$ cat src/rtl/fusion_pipe_pkg.sv
// fusion_pipe_pkg: shared pipeline sequencing types and constants for the integer core
package fusion_pipe_pkg;
  localparam int REG_W = 5;
  localparam int PIPE_LEN_DEFAULT = 5;
  localparam logic [REG_W-1:0] REG_ZERO = '0;
  typedef enum logic [1:0] {
    RUN       = 2'd0,
    DRAIN     = 2'd1,
    SYNC_WAIT = 2'd2
  } pipe_state_e;
endpackage

$ cat src/rtl/pipe_hazard_ctrl_32_load_use_detect.sv
// load_use_detect: flags a decode-stage read of a register still being loaded in execute
module load_use_detect
  import fusion_pipe_pkg::*;
(
  input  logic [REG_W-1:0] ex_rd,
  input  logic             ex_mem_read,
  input  logic [REG_W-1:0] rsa,
  input  logic [REG_W-1:0] rsb,
  output logic             hazard
);
  assign hazard = ex_mem_read && ex_rd != REG_ZERO && (ex_rd == rsa || ex_rd == rsb);
endmodule

$ cat src/rtl/pipe_hazard_ctrl_32.sv
// pipe_hazard_ctrl_32: per-stage stall/flush/bubble sequencing and memsync drain FSM
module pipe_hazard_ctrl_32
  import fusion_pipe_pkg::*;
#(
  parameter int PIPELINE_LENGTH = PIPE_LEN_DEFAULT,
  parameter int SYNC_TIMEOUT = 64,
  localparam int CNT_W = $clog2(SYNC_TIMEOUT + 1)
) (
  input  logic             clk_in,
  input  logic             reset_in,
  input  logic [REG_W-1:0] dec_rsa_in,
  input  logic [REG_W-1:0] dec_rsb_in,
  input  logic             dec_memsync_in,
  input  logic             dec_syscall_in,
  input  logic [REG_W-1:0] ex_rd_in,
  input  logic             ex_mem_read_in,
  input  logic             ex_branch_taken_in,
  input  logic             mem_idle_in,
  input  logic             ext_stall_in,
  output logic             stall_fetch_out,
  output logic             stall_decode_out,
  output logic             bubble_ex_out,
  output logic             flush_fetch_out,
  output logic             flush_decode_out,
  output logic             syscall_grant_out,
  output logic             memsync_done_out,
  output logic             sync_err_out,
  output logic [1:0]       state_out
);
  localparam logic [CNT_W-1:0] DRAIN_CNT = CNT_W'(PIPELINE_LENGTH - 2);
  pipe_state_e st, st_n;
  logic [CNT_W-1:0] cnt, cnt_n;
  logic pend, pend_n, err_n, done_n, grant_n;
  logic hazard, stall, bubble, flush;
  load_use_detect u_lud (
    .ex_rd       (ex_rd_in),
    .ex_mem_read (ex_mem_read_in),
    .rsa         (dec_rsa_in),
    .rsb         (dec_rsb_in),
    .hazard      (hazard)
  );
  always_comb begin
    st_n = st;
    cnt_n = cnt;
    pend_n = pend;
    err_n = sync_err_out;
    done_n = 1'b0;
    grant_n = 1'b0;
    stall = 1'b0;
    bubble = 1'b0;
    flush = 1'b0;
    case (st)
      RUN: begin
        flush = ex_branch_taken_in;
        stall = !ex_branch_taken_in && hazard;
        bubble = !ex_branch_taken_in && (hazard || dec_memsync_in);
        if (!ex_branch_taken_in && !hazard && dec_memsync_in) begin
          st_n = DRAIN;
          cnt_n = DRAIN_CNT;
          pend_n = dec_syscall_in;
        end
      end
      DRAIN: begin
        stall = 1'b1;
        bubble = 1'b1;
        cnt_n = cnt - 1'b1;
        if (cnt == CNT_W'(1)) begin
          st_n = SYNC_WAIT;
          cnt_n = '0;
        end
      end
      SYNC_WAIT: begin
        stall = 1'b1;
        bubble = 1'b1;
        cnt_n = cnt + 1'b1;
        if (mem_idle_in) begin
          st_n = RUN;
          done_n = 1'b1;
          grant_n = pend;
          pend_n = 1'b0;
        end else if (cnt_n == CNT_W'(SYNC_TIMEOUT)) begin
          st_n = RUN;
          err_n = 1'b1;
        end
      end
      default: st_n = RUN;
    endcase
    // a freeze holds everything except recovery from the illegal encoding
    if (ext_stall_in) begin
      stall = 1'b1;
      bubble = 1'b0;
      flush = 1'b0;
      st_n = (st == RUN || st == DRAIN || st == SYNC_WAIT) ? st : RUN;
      cnt_n = cnt;
      pend_n = pend;
      err_n = sync_err_out;
      done_n = 1'b0;
      grant_n = 1'b0;
    end
  end
  always_ff @(posedge clk_in or posedge reset_in) begin
    if (reset_in) begin
      st <= RUN;
      cnt <= '0;
      pend <= 1'b0;
      sync_err_out <= 1'b0;
      memsync_done_out <= 1'b0;
      syscall_grant_out <= 1'b0;
    end else begin
      st <= st_n;
      cnt <= cnt_n;
      pend <= pend_n;
      sync_err_out <= err_n;
      memsync_done_out <= done_n;
      syscall_grant_out <= grant_n;
    end
  end
  assign stall_fetch_out = stall && !reset_in;
  assign stall_decode_out = stall && !reset_in;
  assign bubble_ex_out = bubble && !reset_in;
  assign flush_fetch_out = flush && !reset_in;
  assign flush_decode_out = flush && !reset_in;
  assign state_out = st;
endmodule

$ cat config.mk
export PLATFORM = sky130hd
export DESIGN_NAME = pipe_hazard_ctrl_32
export DESIGN_NICKNAME = d
export VERILOG_FILES = /design/src/rtl/fusion_pipe_pkg.sv /design/src/rtl/pipe_hazard_ctrl_32_load_use_detect.sv /design/src/rtl/pipe_hazard_ctrl_32.sv
export SDC_FILE = /design/constraint.sdc
export NUM_CORES = 1
export LEC_CHECK = 0
export ABC_AREA = 1
export CORE_ASPECT_RATIO = 0.9
export CORE_UTILIZATION = 25
export DETAILED_ROUTE_END_ITERATION = 10
export HOLD_SLACK_MARGIN = 0.08
export SKIP_CTS_REPAIR_TIMING = 1
export SYNTH_ARGS = -nofsm -noshare
export SYNTH_HDL_FRONTEND = slang
export SYNTH_SLANG_ARGS = --single-unit
$ cat constraint.sdc
create_clock -name clk_in -period 4.93 [get_ports clk_in]
set_clock_uncertainty 0.1 [all_clocks]
set_input_delay 0.986 -clock clk_in [delete_from_list [all_inputs] [get_ports clk_in]]
set_output_delay 0.986 -clock clk_in [all_outputs]
set_load 0.005 [all_outputs]
## Word-level counts from Yosys, hierarchy flattened

Cells that the tools add are included.

| operators by class | value |
|---|---|
| add/subtract/negate cells | 2 |
| multiply operators | 0 |
| divide/modulo/power cells | 0 |
| magnitude comparators | 0 |
| equal/unequal tests | 12 |
| shift-type cells | 0 |
| muxes and demuxes | 25 |
| bitwise logic cells | 2 |
| reductions and logical operators | 25 |

Operators with widths:

| operator | number |
|---|---|
| case mux 7 bit (3 select lines) | 1 |
| two-way mux 7 bit | 2 |
| two-way mux 1 bit | 12 |
| two-way mux 2 bit | 6 |
| AND reduction 4 bit | 3 |
| == test 5 bit | 2 |
| logical AND 1 bit | 9 |
| adder 7 x 1 -> 7 bit, second input constant | 1 |
| == test 7 x 1 -> 1 bit, second input constant | 1 |
| == test 7 bit, second input constant | 1 |
| subtractor 7 x 1 -> 7 bit, second input constant | 1 |
| != test 2 bit, second input constant | 3 |
| != test 3 bit, second input constant | 2 |
| case mux 1 bit (2 select lines) | 3 |
| case mux 2 bit (3 select lines) | 1 |
| nonzero test 5 bit | 1 |
| logical OR 1 bit | 4 |
| != test 4 bit, second input constant | 1 |
| logical NOT 1 bit | 3 |
| AND reduction 3 bit | 1 |
| nonzero test 3 bit | 1 |
| == test 2 x 1 -> 1 bit, second input constant | 1 |
| == test 2 bit, second input constant | 1 |
| logical NOT 2 bit | 1 |
| 3 further kinds | 4 |

| word-level totals | value |
|---|---|
| bits in registers | 13 |
| bits in latches | 0 |
| bits in writable memories | 0 |
| memory bits (read-only) | 0 |
| output and inout port bits | 10 |
| word-level logic and storage cells | 72 |
| memories kept | 0 |

## Depth between registers and ports, before layout

| depth | value |
|---|---|
| depth after elaboration | 9 |
| depth in mapped cells | 13 |

## Modules after synthesis

A second synthesis with hierarchy kept.

| unflattened totals | value |
|---|---|
| cell total of the unflattened synthesis | 200 |
| area, all modules | 1311.3 µm² |

Modules (own cells, without submodules):

| module | times used | cells an instance | area an instance (µm²) |
|---|---|---|---|
| pipe_hazard_ctrl_32 | 1 | 155 | 1116.1 |
| load_use_detect | 1 | 45 | 195.2 |

## Worst setup path after synthesis

No wires, ideal clock.

| timing | value |
|---|---|
| path kind | input to output |
| from | in dec_rsa_in[2] |
| to | out stall_fetch_out |
| arrival time | 1.885 ns |
| slack | 1.959 ns |
| stages | 11 |
| buffers on the path | 1 |
| cells stage by stage | inv_1 nand2_1 nand2_1 nor2_1 nand3_1 nand2_1 nand2_2 o21ai_1 nand2_1 a21oi_1 buf_4 |

| on the way | value |
|---|---|
| longest elaborated chain between the ends | 7 |

RTL lines:

| element | line | source |
|---|---|---|
| start: declaration | pipe_hazard_ctrl_32.sv:11 | `input logic [REG_W-1:0] dec_rsa_in,` |
| == test 5 bit | pipe_hazard_ctrl_32_load_use_detect.sv:11 | `assign hazard = ex_mem_read && ex_rd != REG_ZERO && (ex_rd == rsa \|\| ex_rd == rsb);` |
| logical OR 1 bit | pipe_hazard_ctrl_32_load_use_detect.sv:11 |  |
| logical AND 1 bit | pipe_hazard_ctrl_32_load_use_detect.sv:11 |  |
| logical AND 1 bit | pipe_hazard_ctrl_32.sv:55 | `stall = !ex_branch_taken_in && hazard;` |
| case mux 1 bit (2 select lines) | pipe_hazard_ctrl_32.sv:52 | `case (st)` |
| two-way mux 1 bit | pipe_hazard_ctrl_32.sv:89 | `if (ext_stall_in) begin` |
| logical AND 1 bit | - |  |
| end: declaration | pipe_hazard_ctrl_32.sv:20 | `output logic stall_fetch_out,` |

Every way passes these cells.

## Worst setup path in the final report

| timing | value |
|---|---|
| from | in ex_rd_in[1] |
| to | out stall_fetch_out |

| on the way | value |
|---|---|
| longest elaborated chain between the ends | 7 |
| elaborated cells on any way between the ends | 10 |
| classes of those cells | eq/ne: 2; mux: 2; reduce/logical: 6 |

RTL lines:

| element | line | source |
|---|---|---|
| start: declaration | pipe_hazard_ctrl_32.sv:15 | `input logic [REG_W-1:0] ex_rd_in,` |
| == test 5 bit / nonzero test 5 bit (equally long branches) | pipe_hazard_ctrl_32_load_use_detect.sv:11 |  |
| logical OR 1 bit / logical AND 1 bit (equally long branches) | pipe_hazard_ctrl_32_load_use_detect.sv:11 |  |
| logical AND 1 bit * | pipe_hazard_ctrl_32_load_use_detect.sv:11 |  |
| logical AND 1 bit * | pipe_hazard_ctrl_32.sv:55 |  |
| case mux 1 bit (2 select lines) * | pipe_hazard_ctrl_32.sv:52 |  |
| two-way mux 1 bit * | pipe_hazard_ctrl_32.sv:89 |  |
| logical AND 1 bit * | pipe_hazard_ctrl_32.sv:118 | `assign stall_fetch_out = stall && !reset_in;` |

Mark *: on every way between the ends. The rest lies on a longest branch, timed or not.

==> flow_summary.toml <==
[status]
outcome = "finished clean"

[power_and_ir_drop]
clockPowerShare_pct = 14.3
p_per_area_nw_per_um2 = 388
pwr-share-comb_pct = 59.8
p_leak_nw = 0.840
p_int_mw = 0.362
pwr-share-seq_pct = 25.9
finalPower_mw = 0.686
power_switching_mw = 0.324
ir_drop_mv = 0.135
swShare_pct = 47.2

[synth]
synth.area.mux_share_pct = 0
synth_fa_ha_area_share_pct = 7.28
synth_top_family_by_area = "simple AND/OR/NAND/NOR gates"
yosysWarnings = 0
ys_ff_latch = 13
synth-xor-area-share_pct = 5.64
syn_nets = 232
synth-compound-area-share_pct = 11.6
synth.avg_cell_area_um2 = 6.84
netlist_area_um2 = 1380
ys_types = 29
yosys.area_share.simple_pct = 36.9
syn_inst = 201
synth_seq_area_share_pct = 23.7

[placement]
dp_worst_setup_slack_ns = 0.878
io_buffers = 32
dp_hpwl_um = 2600
place_congestion = 0.800

[floorplan]
dieArea_um2 = 5800
start_util_pct = 26.0
coreArea_um2 = 5290
chipHeight_um = 72.4
ios = 33
die_x_um = 80.2
rows = 25

[clocking]
clk_latency_ns = 0.25
clkSinkCount = 13
cts_made_buffers = 3
cts_tree = "built"
htreeDepth = 1
cts.clk_slew.worst_paths_ns = 0.05
cts-root-buf = "clkbuf_8"
clock_path_buffers = 2

[hold_path]
hold_path_class = "register to register"

[routing]
drtAntennaViolNets = 0
wl_um = 3160
via_per_inst = 4.26
wl_per_cell_um = 10.6
drt-initial-drc-count = 94
dr_total_vias = 1273
drc = 0
first_pass_iters = 4

[setup_path]
cp.arrival_ns = 2.96
end_kind = "output pin"
critPathMaxFanout = 3
worstPathRequired_ns = 3.84
start_kind = "input port"
crit_type = "input port to output pin"

[sta]
slew_headroom_pct = 74.6
max_freq_ghz = 0.247
min_period_over_period_pct = 82.1
slew_viol_final = 0
tightest_slew_ns = 0.378
fin_ws_ns = 0.880
min_period_ns = 4.05
setup_tns_ns = 0
hold_viol = 0
rsz0062_at_grt = "false"
setup_viol = 0

[grt]
grt_max_degree = 15
grt_usage_pct = 12.2
antenna_found_initial = 0
grt_pass1_wl_um = 5520
grt_pass1_vias = 1211
gr-total-overflow = 0

[cells_and_area]
antenna_cells = 0
multiInputGateArea_um2 = 846
seqCellArea_um2 = 325
drive_gt1_share_pct = 17.2
nets = 264
post-route-util_pct = 33.4
fill_cells = 573
area_growth_pct = 28.5

[run]
maxCapViolations = 0
[layout make-up]
type                            count  share of cell area [%]
Timing Repair Buffer               33                    18.6
Inverter                           37                    7.86
Sequential cell                    13                    18.4
Multi-Input combinational cell    145                    47.9
Clock buffer                        4                    2.55
Tap cell                           67                    4.75
[cells by family (layout without fill, tap and decap cells)]
| logic type | after synthesis | in the layout |
|---|---|---|
| compound gates | 25 | 25 |
| flops | 13 | 13 |
| buf+inv | 43 | 74 |
| simple gates | 104 | 104 |
| fa+ha+maj | 8 | 8 |
| xor+xnor | 8 | 8 |
[path summary, 6_finish.rpt]
path	cells after the start	from	slack (ns)	endpoint
max	12	ex_rd_in[1]	0.88	stall_fetch_out
min	2	pend	0.37	pend
max reg2reg	7	state_out[0]	3.07	state_out[1]
min reg2reg	2	pend	0.37	pend
max in group asynchronous	3	reset_in	3.58	cnt[3]
min in group asynchronous	3	reset_in	0.97	state_out[1]
[stage by stage]
| stage | std cells | area [um2] | hold WS, ns |
|---|---|---|---|
| finish | 299 | 1770 | 0.373 |
| global route | 299 | 1770 | 0.436 |
| CTS | 299 | 1770 | 0.380 |
| detailed placement | 295 | 1720 | 0.366 |
| global placement | 295 | 1720 | 0.366 |
| floorplan | 201 | 1380 | 0.345 |
[worst max-delay path: stages]
cell             delay [ns]
clkdlybuf4s50_1        0.51
inv_2                  0.07
nand2_1                0.05
nand2_1                0.05
nor2_1                 0.13
nand3_1                0.09
nand2_1                0.08
nand2_2                0.06
o21ai_1                0.15
nand2_1                0.07
a21oi_1                0.19
clkdlybuf4s50_1        0.54
[synthesized netlist by cell type]
cell      instances  area, um2
nor2_2            1       6.26
o21bai_1          1       7.51
nor2_4            4       45.0
inv_2             9       33.8
a21oi_2           1       8.76
buf_4             3       22.5
nor2_1           16       60.1
o21ai_2           7       61.3
nand3_1           7       35.0
o21ai_0           8       40.0
o21ai_1           3       15.0
nor3b_1           1       7.51
inv_1            27        101
nand2_2           8       50.1
dfrtp_1          13        325
buf_6             2       22.5
nand4_1           4       25.0
buf_12            1       20.0
nand2_1          55        206
clkinv_1          1       3.75
a21oi_1           3       15.0
ha_1              8        100
nand3_2           4       40.0
nor3_1            3       15.0
xor2_1            4       35.0
nand3_4           1       17.5
xor2_2            1       16.3
xnor2_1           3       26.3
o22ai_1           2       12.5
[per-layer routing]
metal,GRT usage (%),up-vias,wire length [um]
li1,-,681,-
met1,17.2,566,1630
met2,19.1,22,1370
met3,2.01,4,123
met4,3.57,0,36
met5,0,-,0
[state kept, by name, summed over array words and instances, names as in the netlist]
signal and flops:
state_out 2, memsync_done_out 1, syscall_grant_out 1, pend 1, cnt 7, sync_err_out 1
[layout by cell type, fill, tap and decap left out, types with 3 or more instances in the layout]
cell             netlist  routed
nand2_1               55      55
clkdlybuf4s50_1        0      32
inv_1                 27      27
nor2_1                16      16
dfrtp_1               13      13
inv_2                  9       9
nand2_2                8       8
o21ai_0                8       8
ha_1                   8       8
nand3_1                7       7
o21ai_2                7       7
nand3_2                4       4
xor2_1                 4       4
nor2_4                 4       4
nand4_1                4       4
xnor2_1                3       3
o21ai_1                3       3
nor3_1                 3       3
a21oi_1                3       3
clkbuf_8               0       3
[power by group through the flow]
stage | Clock [mW] | Sequential (mW) | Combinational [mW]
5_1_grt | 0.106 | 0.184 | 0.467
3_5_place_dp | 0 | 0.180 | 0.411
2_1_floorplan | 0 | 0.165 | 0.327
4_1_cts | 0.104 | 0.178 | 0.413
3_3_place_gp | 0 | 0.179 | 0.409
6_report | 0.0980 | 0.178 | 0.410
(Power assumes the default switching activity.)
